**src/rtl/program_loader_pkg.sv**
```systemverilog
// Shared types and widths for the program loader: FSM states and stream/word geometry.
package program_loader_pkg;

  typedef enum logic [1:0] {
    IDLE  = 2'd0,
    RECV  = 2'd1,
    WRITE = 2'd2,
    DONE  = 2'd3
  } loaderState_t;

  localparam int unsigned BYTES_PER_WORD = 4;
  localparam int unsigned BYTE_W         = 8;
  localparam int unsigned WORD_W         = 32;
  localparam int unsigned IDX_W          = 2;
  localparam int unsigned LEN_W          = 15;
  localparam int unsigned ADDR_W         = 32;

endpackage

```
**src/rtl/program_loader_byte_packer.sv**
```systemverilog
// Big-endian byte packer: holds the first three bytes of a word and presents the full
// word combined with the byte on ByteIn, so the word is usable on the edge of its 4th byte.
module byte_packer
  import program_loader_pkg::*;
(
  input  logic              Clock,
  input  logic              Reset,
  input  logic              Shift,
  input  logic              Clear,
  input  logic [BYTE_W-1:0] ByteIn,
  output logic [WORD_W-1:0] Word,
  output logic              Full
);

  localparam int unsigned HOLD_W = WORD_W - BYTE_W;

  logic [HOLD_W-1:0] holdReg;
  logic [IDX_W-1:0]  byteIdx;

  always_ff @(posedge Clock or posedge Reset) begin
    if (Reset) begin
      holdReg <= '0;
      byteIdx <= '0;
    end else if (Clear) begin
      holdReg <= '0;
      byteIdx <= '0;
    end else if (Shift) begin
      holdReg <= {holdReg[HOLD_W-BYTE_W-1:0], ByteIn};
      byteIdx <= byteIdx + IDX_W'(1);
    end
  end

  // Full means the next shifted byte completes the word; the index wraps back to 0.
  assign Full = (byteIdx == IDX_W'(BYTES_PER_WORD - 1));
  assign Word = {holdReg, ByteIn};

endmodule

```
**src/rtl/program_loader.sv**
```systemverilog
// Loads a big-endian byte stream into instruction/data RAM as 32-bit words and holds
// the pipeline in reset until the whole image has been written.
module program_loader
  import program_loader_pkg::*;
#(
  parameter logic [ADDR_W-1:0] BASE_ADDR = 32'h0000_0000,
  parameter int unsigned       MAX_WORDS = 16384
) (
  input  logic              Clock,
  input  logic              Reset,
  input  logic              Start,
  input  logic [LEN_W-1:0]  Length,
  input  logic [BYTE_W-1:0] ByteIn,
  input  logic              ByteValid,
  output logic              ByteReady,
  output logic [ADDR_W-1:0] Mem_Address,
  output logic [WORD_W-1:0] Mem_WriteData,
  output logic              Mem_MemWrite,
  output logic              CPU_Reset,
  output logic              Done,
  output logic              Error,
  output logic [LEN_W-1:0]  WordCount
);

  localparam logic [ADDR_W-1:0] BASE_ALIGNED = {BASE_ADDR[ADDR_W-1:2], 2'b00};

  loaderState_t      state, stateNext;
  logic [LEN_W-1:0]  lengthReg;
  logic [WORD_W-1:0] packWord;
  logic              packFull;
  logic              xfer, startLoad, startEmpty, startBad, wordDone;

  assign xfer = ByteValid && ByteReady && (state == RECV);

  byte_packer uPacker (
    .Clock  (Clock),
    .Reset  (Reset),
    .Shift  (xfer),
    .Clear  (startLoad || startEmpty),
    .ByteIn (ByteIn),
    .Word   (packWord),
    .Full   (packFull)
  );

  always_ff @(posedge Clock or posedge Reset) begin
    if (Reset) state <= IDLE;
    else       state <= stateNext;
  end

  // Start is only honoured from IDLE or DONE; a finished image can be reloaded.
  always_comb begin
    stateNext  = state;
    startLoad  = 1'b0;
    startEmpty = 1'b0;
    startBad   = 1'b0;
    wordDone   = 1'b0;
    case (state)
      IDLE, DONE: begin
        if (Start) begin
          if (Length == '0) begin
            startEmpty = 1'b1;
            stateNext  = DONE;
          end else if (32'(Length) > 32'(MAX_WORDS)) begin
            startBad  = 1'b1;
            stateNext = IDLE;
          end else begin
            startLoad = 1'b1;
            stateNext = RECV;
          end
        end
      end
      RECV: begin
        if (xfer && packFull) stateNext = WRITE;
      end
      WRITE: begin
        wordDone  = 1'b1;
        stateNext = ((WordCount + LEN_W'(1)) == lengthReg) ? DONE : RECV;
      end
      default: stateNext = IDLE;
    endcase
  end

  // Handshake/status outputs are registered decodes of the next state.
  always_ff @(posedge Clock or posedge Reset) begin
    if (Reset) begin
      ByteReady     <= 1'b0;
      Mem_MemWrite  <= 1'b0;
      Mem_Address   <= BASE_ALIGNED;
      Mem_WriteData <= '0;
      CPU_Reset     <= 1'b1;
      Done          <= 1'b0;
      Error         <= 1'b0;
      WordCount     <= '0;
      lengthReg     <= '0;
    end else begin
      ByteReady    <= (stateNext == RECV);
      Mem_MemWrite <= (stateNext == WRITE);
      Done         <= (stateNext == DONE);
      CPU_Reset    <= (stateNext != DONE);
      if (startLoad || startEmpty) begin
        Error     <= 1'b0;
        WordCount <= '0;
        lengthReg <= Length;
      end
      if (startLoad) Mem_Address <= BASE_ALIGNED;
      if (startBad)  Error <= 1'b1;
      if (xfer && packFull) Mem_WriteData <= packWord;
      if (wordDone) begin
        WordCount   <= WordCount + LEN_W'(1);
        Mem_Address <= Mem_Address + ADDR_W'(BYTES_PER_WORD);
      end
    end
  end

endmodule

```
**config.mk**
```make
export PLATFORM = sky130hd
export DESIGN_NAME = program_loader
export DESIGN_NICKNAME = d
export VERILOG_FILES = /design/src/rtl/program_loader_pkg.sv /design/src/rtl/program_loader_byte_packer.sv /design/src/rtl/program_loader.sv
export SDC_FILE = /design/constraint.sdc
export NUM_CORES = 1
export LEC_CHECK = 0
export ABC_CLOCK_PERIOD_IN_PS = 4000
export CORE_MARGIN = 2
export CORE_UTILIZATION = 47
export DETAILED_ROUTE_END_ITERATION = 10
export PLACE_DENSITY_LB_ADDON = 0.12
export RECOVER_POWER = 100
export SYNTH_ARGS = -nofsm -noshare
export SYNTH_HDL_FRONTEND = slang
export SYNTH_SLANG_ARGS = --single-unit
```
**constraint.sdc**
```tcl
create_clock -name Clock -period 4 [get_ports Clock]
set_clock_uncertainty 0.1 [all_clocks]
set_input_delay 0.8 -clock Clock [delete_from_list [all_inputs] [get_ports Clock]]
set_output_delay 0.8 -clock Clock [all_outputs]
set_load 0.02 [all_outputs]
```
==> run_summary.xml, run 1 <==
<?xml version="1.0" encoding="UTF-8"?>
<metrics>
  <group name="outcome">
    <metric name="outcome" unit="">complete, but fails checks</metric>
    <metric name="failed_checks" unit="">max-capacitance violations, max-slew violations</metric>
  </group>
  <group name="clocking">
    <metric name="tritoncts_num_sinks" unit="">125</metric>
    <metric name="post_cts_buffers" unit="">0</metric>
    <metric name="postCtsResizedCells" unit="">0</metric>
    <metric name="path_clk_slew" unit="ns">0.06</metric>
    <metric name="maximum_root_to_sink_buffer_count" unit="">2</metric>
    <metric name="hold_buffer_count_at_cts" unit="">0</metric>
    <metric name="cts.root.buffer_cell" unit="">sky130_fd_sc_hd__clkbuf_16</metric>
    <metric name="cts_tree" unit="">built</metric>
    <metric name="worst_skew_pair.late_latency" unit="ns">0.41</metric>
    <metric name="cts_inserted_buffers" unit="">17</metric>
    <metric name="h-tree-depth" unit="">4</metric>
  </group>
  <group name="synthesis">
    <metric name="synth.yosys.seq_area_share" unit="%">53.5</metric>
    <metric name="synth-edff-count" unit="">0</metric>
    <metric name="async_reset_ff_share" unit="%">100</metric>
    <metric name="most_frequently_used_flop_master_after_synthesis" unit="">sky130_fd_sc_hd__dfrtp_1</metric>
    <metric name="post_synth_most_frequent_cells" unit="">124 x sky130_fd_sc_hd__dfrtp_1, 98 x sky130_fd_sc_hd__nand2_1, 47 x sky130_fd_sc_hd__mux2_2</metric>
    <metric name="yosys.cell_count.top_type" unit="">sky130_fd_sc_hd__dfrtp_1</metric>
    <metric name="post_synth_design_cell_area" unit="mm2">0.00585</metric>
    <metric name="synth_area_leader_cell" unit="">sky130_fd_sc_hd__dfrtp_1</metric>
    <metric name="postSynthAreaPerCell" unit="um2">10.5</metric>
    <metric name="ys_top_cells_by_area" unit="">sky130_fd_sc_hd__dfrtp_1 53%, sky130_fd_sc_hd__mux2_2 9.0%, sky130_fd_sc_hd__nand2_1 6.3%, sky130_fd_sc_hd__a21oi_1 3.1%, sky130_fd_sc_hd__o21ai_0 2.9%</metric>
    <metric name="synth_top_cell_area_share" unit="%">53.0</metric>
    <metric name="ys_seq_elements" unit="">125</metric>
    <metric name="synthCells" unit="">555</metric>
    <metric name="post_synth_num_cell_types" unit="">56</metric>
    <metric name="synth_warnings" unit="">0</metric>
  </group>
  <group name="min_path">
    <metric name="hold_class" unit="">reg2reg</metric>
  </group>
  <group name="sta">
    <metric name="final_number_of_setup_violating_endpoints" unit="">0</metric>
    <metric name="worst_pin_slew" unit="ns">2.17</metric>
    <metric name="final-hold-violation-count" unit="">0</metric>
    <metric name="finalSetupTns" unit="ns">0</metric>
    <metric name="slew_violations" unit="">78</metric>
    <metric name="finalCriticalPeriod" unit="ns">3.30</metric>
    <metric name="min_period_over_period" unit="%">82.6</metric>
    <metric name="fmax" unit="GHz">0.303</metric>
    <metric name="final_critical_path_setup_slack" unit="ns">0.698</metric>
    <metric name="unrepaired_setup_endpoints_after_global_routing" unit="">no</metric>
    <metric name="slew_headroom" unit="%">-45.3</metric>
  </group>
  <group name="power_and_ir_drop">
    <metric name="p_switching" unit="W">0.00130</metric>
    <metric name="seq_power_share" unit="%">39.4</metric>
    <metric name="power.static_leakage" unit="nW">3.58</metric>
    <metric name="vdd_drop_max" unit="uV">338</metric>
    <metric name="p_per_area" unit="mW/mm2">540</metric>
    <metric name="switching_share" unit="%">31.5</metric>
    <metric name="power.share.combinational" unit="%">23.3</metric>
    <metric name="pwr-share-clk" unit="%">37.3</metric>
    <metric name="p_int" unit="W">0.00283</metric>
    <metric name="total_power" unit="W">0.00414</metric>
  </group>
  <group name="place">
    <metric name="placed_area" unit="mm2">0.00708</metric>
    <metric name="pre_cts_slack" unit="ns">0.686</metric>
    <metric name="numPortBuffers" unit="">108</metric>
    <metric name="finalWeightedCongestion" unit="">0.861</metric>
    <metric name="dpl.hpwl" unit="um">9200</metric>
    <metric name="placed_cells" unit="">812</metric>
  </group>
  <group name="global_route">
    <metric name="maximum_number_of_pins_on_one_net_before_global_route_repair" unit="">52</metric>
    <metric name="globalRouteOverflowTotal" unit="">0</metric>
    <metric name="grt_usage" unit="%">21.2</metric>
    <metric name="grt_first_pass_wirelength" unit="um">22200</metric>
    <metric name="first_global_vias" unit="">4450</metric>
    <metric name="antenna_violations_before_repair" unit="">0</metric>
  </group>
  <group name="setup_path">
    <metric name="critPathCaptureType" unit="">flop</metric>
    <metric name="worstPathCellList" unit="">dlygate4sd3_1 -&gt; nor4_1 -&gt; nand4_1 -&gt; a21oi_4 -&gt; clkbuf_2 -&gt; a221o_1 -&gt; a21bo_1</metric>
    <metric name="crit_path_max_incr_delay" unit="ns">0.76</metric>
    <metric name="cp.arrival" unit="ns">3.55</metric>
    <metric name="timing.critical_path.slowest_stage_cell" unit="">sky130_fd_sc_hd__clkbuf_2</metric>
    <metric name="max_fo_critical_path" unit="">45</metric>
    <metric name="setup.worst_path.start_class" unit="">input pin</metric>
    <metric name="cp_data_required_time" unit="ns">4.25</metric>
    <metric name="timing.setup.critical_path_class" unit="">in2reg</metric>
  </group>
  <group name="layout">
    <metric name="insertedDiodeCount" unit="">0</metric>
    <metric name="design.final.nets" unit="">695</metric>
    <metric name="fin_cells" unit="">844</metric>
    <metric name="postLayoutCellArea" unit="mm2">0.00766</metric>
    <metric name="synth_to_final_area_change" unit="%">31.0</metric>
    <metric name="final_layout_size_suffix_gt1_share" unit="%">13.9</metric>
  </group>
  <group name="route">
    <metric name="wirelength" unit="um">13400</metric>
    <metric name="routed_wire_length_per_instance" unit="um">15.8</metric>
    <metric name="drt_pre_antenna_iters" unit="">4</metric>
    <metric name="via_per_inst" unit="">5.43</metric>
    <metric name="number_of_drc_markers_after_the_initial_detailed_route_iteration" unit="">262</metric>
    <metric name="drt_drc_violations_left" unit="">0</metric>
    <metric name="postRouteAntennaNets" unit="">0</metric>
    <metric name="num_vias" unit="">4580</metric>
  </group>
  <group name="floorplanning">
    <metric name="floorplan.die.height" unit="um">116</metric>
    <metric name="core.rowCount" unit="">40</metric>
    <metric name="floorplan.initialDensity" unit="%">48.5</metric>
    <metric name="num_io_pins" unit="">111</metric>
    <metric name="core" unit="mm2">0.0121</metric>
    <metric name="die_footprint" unit="mm2">0.0134</metric>
    <metric name="die_x" unit="um">116</metric>
  </group>
  <group name="job">
    <metric name="timing.max_cap.violations" unit="">2</metric>
  </group>
</metrics>
[final timing paths]
path	cells after the start	end	slack (ns)	startpoint
setup / recovery	7	CPU_Reset$_DFF_PP1_	0.70	Length[7]
hold / removal	1	Mem_Address[31]$_DFFE_PP0P_	0.37	Mem_Address[31]$_DFFE_PP0P_
setup reg to reg	6	Mem_WriteData[0]$_DFFE_PP0P_	0.88	state[1]$_DFF_PP0_
hold reg to reg	1	Mem_Address[31]$_DFFE_PP0P_	0.37	Mem_Address[31]$_DFFE_PP0P_
max in group asynchronous	3	Mem_Address[27]$_DFFE_PP0P_	1.23	Reset
min in group asynchronous	2	Mem_Address[21]$_DFFE_PP0P_	1.32	Reset
[flip-flops by register name, indices dropped and copies added, names as in the netlist]
register,count
CPU_Reset,1
uPacker.byteIdx,2
ByteReady,1
Error,1
lengthReg,15
Mem_WriteData,32
Done,1
Mem_MemWrite,1
uPacker.holdReg,24
WordCount,15
Mem_Address,30
state,2
[power by group through the flow]
stage | combinational, W | sequential (W) | clock [W]
finish | 0.000963 | 0.00163 | 0.00154
global route | 0.00108 | 0.00165 | 0.00163
CTS | 0.000995 | 0.00163 | 0.00157
detailed placement | 0.000990 | 0.00165 | 0
global placement | 0.000966 | 0.00165 | 0
floorplan | 0.000663 | 0.00165 | 0
[logic make-up after synthesis]
| logic type | share of synthesized area (%) |
|---|---|
| adders and majority gates | 1.07 |
| muxes | 11.6 |
| AOI/OAI and AO/OA | 10.4 |
| other | 0.0641 |
| DFF | 53.5 |
| xor gates and xnor gates | 3.59 |
| and+or+nand+nor | 17.0 |
| buffers and inverters | 2.80 |
[critical path: cells and delay by family]
kind	cells	cell delay [ns]
compound gates	3	0.74
simple gates	2	0.67
buf+inv	2	1.32
[per-layer routing]
layer,vias to the layer above,track usage [%],part of all wire (%)
met3,19,5.54,6.4
met5,-,0,0
met4,0,8.19,1.4
met2,148,32.1,46
li1,2182,-,-
met1,2231,29.5,46
[layout by cell type (no fill, tap or decap), drive strengths merged, types with 6 or more instances in the layout]
master and instances:
inv 9, clkinvlp 6, clkdlybuf4s50 24, o21ai 34, nand4 11, mux2 47
dfrtp 124, clkbuf 24, xor2 7, nor2 24, o31ai 6, dlygate4sd3 84
and3 8, a21oi 37, nand2 98, nand3 28, xnor2 17, mux2i 15
[layout make-up]
type,count,area (um2)
Inverter,7,27.5
Multi-Input combinational cell,397,2550
Fill cell,1008,4400
Clock inverter,11,133
Sequential cell,125,3130
Tap cell,168,210
Timing Repair Buffer,115,1140
Clock buffer,21,470
[stage by stage]
stage	util [%]	hold slack [ns]
5_1_grt	63.5	0.383
6_report	63.5	0.373
3_5_place_dp	58.7	0.369
3_3_place_gp	58.7	0.362
4_1_cts	63.7	0.376
2_1_floorplan	-	0.380
(Power assumes the default switching activity.)
==> inputs of run 2 (changes only) <==
ABC_CLOCK_PERIOD_IN_PS = 3120   (was 4000)
CORE_UTILIZATION = 49   (was 47)
clock period = 3.12 ns   (was 4 ns; I/O delays follow)
==> run_summary.xml, run 2 (synthesis gave the netlist of run 1 again) <==
<?xml version="1.0" encoding="UTF-8"?>
<metrics>
  <group name="outcome">
    <metric name="outcome" unit="">complete, but fails checks</metric>
    <metric name="failed_checks" unit="">design-rule violations, max-capacitance violations, max-slew violations</metric>
  </group>
  <group name="global_route">
    <metric name="grt_first_pass_wirelength" unit="um">22200</metric>
    <metric name="globalRouteOverflowTotal" unit="">0</metric>
    <metric name="maximum_number_of_pins_on_one_net_before_global_route_repair" unit="">126</metric>
    <metric name="grt_usage" unit="%">21.8</metric>
    <metric name="first_global_vias" unit="">4495</metric>
    <metric name="antenna_violations_before_repair" unit="">0</metric>
  </group>
  <group name="layout">
    <metric name="final_layout_size_suffix_gt1_share" unit="%">14.7</metric>
    <metric name="seqCellArea" unit="mm2">0.00313</metric>
    <metric name="reg_with_most_ffs" unit="">Mem_WriteData</metric>
    <metric name="final_core_util" unit="%">66.5</metric>
    <metric name="synth_to_final_area_change" unit="%">30.8</metric>
    <metric name="largestRegisters" unit="">Mem_WriteData x32, Mem_Address x30, uPacker.holdReg x24</metric>
    <metric name="fin_cells" unit="">824</metric>
    <metric name="fillCellCount" unit="">909</metric>
    <metric name="max_ffs_per_register" unit="">32</metric>
    <metric name="multi_input_comb_area" unit="mm2">0.00255</metric>
    <metric name="mostFrequentLayoutCells" unit="">124 x sky130_fd_sc_hd__dfrtp_1, 98 x sky130_fd_sc_hd__nand2_1, 84 x sky130_fd_sc_hd__dlygate4sd3_1, 47 x sky130_fd_sc_hd__mux2_2, 37 x sky130_fd_sc_hd__a21oi_1</metric>
    <metric name="design.final.nets" unit="">700</metric>
    <metric name="insertedDiodeCount" unit="">0</metric>
    <metric name="mostFrequentLayoutCell" unit="">sky130_fd_sc_hd__dfrtp_1</metric>
  </group>
  <group name="setup_path">
    <metric name="crit_path_max_incr_delay" unit="ns">0.56</metric>
    <metric name="critical_path.top_delay_family" unit="">buffers and inverters</metric>
    <metric name="worstPathCellList" unit="">dlygate4sd3_1 -&gt; nor4_1 -&gt; nand4_1 -&gt; clkbuf_1 -&gt; a21oi_1 -&gt; buf_12 -&gt; clkbuf_2 -&gt; nor2_1</metric>
    <metric name="max_fo_critical_path" unit="">30</metric>
    <metric name="critPathCaptureType" unit="">flop</metric>
    <metric name="worst-path-buf-inv" unit="">4</metric>
    <metric name="timing.setup.critical_path_class" unit="">in2reg</metric>
    <metric name="setup.worst_path.start_class" unit="">input pin</metric>
    <metric name="timing.critical_path.slowest_stage_cell" unit="">sky130_fd_sc_hd__dlygate4sd3_1</metric>
    <metric name="cp_data_required_time" unit="ns">3.31</metric>
    <metric name="cp.arrival" unit="ns">2.93</metric>
  </group>
  <group name="clocking">
    <metric name="maximum_root_to_sink_buffer_count" unit="">2</metric>
    <metric name="h-tree-depth" unit="">4</metric>
    <metric name="postCtsResizedCells" unit="">0</metric>
    <metric name="hold_buffer_count_at_cts" unit="">0</metric>
    <metric name="post_cts_buffers" unit="">0</metric>
    <metric name="cts_inserted_buffers" unit="">17</metric>
    <metric name="path_clk_slew" unit="ns">0.05</metric>
    <metric name="cts.root.buffer_cell" unit="">sky130_fd_sc_hd__clkbuf_16</metric>
    <metric name="worst_skew_pair.late_latency" unit="ns">0.42</metric>
    <metric name="tritoncts_num_sinks" unit="">125</metric>
    <metric name="cts_tree" unit="">built</metric>
  </group>
  <group name="job">
    <metric name="timing.max_cap.violations" unit="">1</metric>
  </group>
  <group name="place">
    <metric name="finalWeightedCongestion" unit="">0.827</metric>
    <metric name="numPortBuffers" unit="">108</metric>
    <metric name="placed_cells" unit="">792</metric>
    <metric name="dpl.hpwl" unit="um">9230</metric>
  </group>
  <group name="route">
    <metric name="number_of_drc_markers_after_the_initial_detailed_route_iteration" unit="">324</metric>
    <metric name="wirelength" unit="um">13300</metric>
    <metric name="postRouteAntennaNets" unit="">0</metric>
    <metric name="via_per_inst" unit="">5.60</metric>
    <metric name="drt_pre_antenna_iters" unit="">7</metric>
    <metric name="num_vias" unit="">4611</metric>
    <metric name="drt_drc_violations_left" unit="">9</metric>
    <metric name="routed_wire_length_per_instance" unit="um">16.2</metric>
  </group>
  <group name="sta">
    <metric name="slew_headroom" unit="%">-13.5</metric>
    <metric name="slew_violations" unit="">126</metric>
    <metric name="min_period_over_period" unit="%">88.0</metric>
    <metric name="finalSetupTns" unit="ns">0</metric>
    <metric name="worst_pin_slew" unit="ns">1.70</metric>
    <metric name="fmax" unit="GHz">0.364</metric>
    <metric name="final-hold-violation-count" unit="">0</metric>
    <metric name="final_number_of_setup_violating_endpoints" unit="">0</metric>
    <metric name="finalCriticalPeriod" unit="ns">2.74</metric>
    <metric name="hold_ws" unit="ns">0.398</metric>
    <metric name="unrepaired_setup_endpoints_after_global_routing" unit="">no</metric>
  </group>
  <group name="floorplanning">
    <metric name="floorplan.die.height" unit="um">113</metric>
    <metric name="floorplan.initialDensity" unit="%">50.8</metric>
    <metric name="core.rowCount" unit="">39</metric>
    <metric name="die_x" unit="um">113</metric>
    <metric name="core" unit="mm2">0.0115</metric>
    <metric name="num_io_pins" unit="">111</metric>
    <metric name="die_footprint" unit="mm2">0.0128</metric>
  </group>
  <group name="min_path">
    <metric name="hold_class" unit="">reg2reg</metric>
  </group>
  <group name="power_and_ir_drop">
    <metric name="p_per_area" unit="mW/mm2">694</metric>
    <metric name="vdd_drop_max" unit="uV">446</metric>
    <metric name="power.static_leakage" unit="nW">3.60</metric>
  </group>
</metrics>
-- run 2: cell count changes in the layout (fill, tap and decap cells not counted) --
| cell | change |
|---|---|
| sky130_fd_sc_hd__clkbuf_1 | -1 |
| sky130_fd_sc_hd__clkinvlp_2 | -1 |
| sky130_fd_sc_hd__clkinvlp_4 | -1 |
| sky130_fd_sc_hd__inv_6 | -2 |
| sky130_fd_sc_hd__clkinv_2 | +3 |
| sky130_fd_sc_hd__a21oi_4 | -1 |
| sky130_fd_sc_hd__a21oi_1 | +1 |
| sky130_fd_sc_hd__clkbuf_2 | +1 |
| sky130_fd_sc_hd__a31oi_2 | +1 |
| sky130_fd_sc_hd__buf_4 | +3 |
| sky130_fd_sc_hd__clkbuf_8 | -1 |
| sky130_fd_sc_hd__clkbuf_4 | +1 |
| sky130_fd_sc_hd__a31oi_1 | -1 |
| sky130_fd_sc_hd__clkinv_4 | +3 |
-- run 2: layout make-up --
type	instances	share of cell area, %
flip-flops and latches	125	40.9
multi-input cells	397	33.3
clock inverters	13	1.85
repair buffers	120	15.3
inverters	7	0.392
clock buffers	19	5.92
well taps	143	2.34
-- run 2: layer usage --
layer	vias up	routed length (um)	GRT usage [%]
met2	125	6490	35.0
met3	17	751	5.62
met5	-	0	0
met1	2272	5860	28.5
li1	2197	-	-
met4	0	227	8.54
-- run 2: worst register-to-register path: stages (launching register included) --
cell and delay [ns]:
sky130_fd_sc_hd__dfrtp_1 0.48, sky130_fd_sc_hd__ha_1 0.34, sky130_fd_sc_hd__nand3_4 0.16, sky130_fd_sc_hd__or3_1 0.42
sky130_fd_sc_hd__a211oi_1 0.27, sky130_fd_sc_hd__and4_1 0.23, sky130_fd_sc_hd__o2111ai_1 0.20, sky130_fd_sc_hd__and3_1 0.25
-- run 2: stage by stage --
stage | setup WS, ns | instance area (um2) | total power [W]
2_1_floorplan | 0.778 | 5860 | 0.00297
3_3_place_gp | 0.376 | 7100 | 0.00339
3_5_place_dp | 0.176 | 7100 | 0.00344
4_1_cts | 0.542 | 7700 | 0.00540
5_1_grt | 0.255 | 7650 | 0.00559
6_report | 0.376 | 7650 | 0.00532
-- run 2: worst paths after layout --
kind | from | cells after the start | end | slack, ns
max | Length[11] | 8 | uPacker.byteIdx[0]$_DFFE_PP0P_ | 0.38
min | Error$_DFFE_PP0P_ | 2 | Error$_DFFE_PP0P_ | 0.40
max reg2reg | WordCount[0]$_DFFE_PP0P_ | 7 | ByteReady$_DFF_PP0_ | 0.55
min reg2reg | Error$_DFFE_PP0P_ | 2 | Error$_DFFE_PP0P_ | 0.40
max in group asynchronous | Reset | 3 | Mem_Address[6]$_DFFE_PP0P_ | 0.61
min in group asynchronous | Reset | 3 | Mem_WriteData[27]$_DFFE_PP0P_ | 1.18
-- run 2: power by group --
group	internal, W	total, W	switching (W)
Combinational	0.000563	0.00129	0.000724
Sequential	0.00185	0.00208	0.000228
Clock	0.00122	0.00195	0.000729
Total	0.00363	0.00532	0.00168
==> inputs of run 3 (changes only) <==
GPL_TIMING_DRIVEN = 1   (was default)
==> results of run 3 <==
Same layout as run 2: the final DEF is identical, and so are final timing and power.
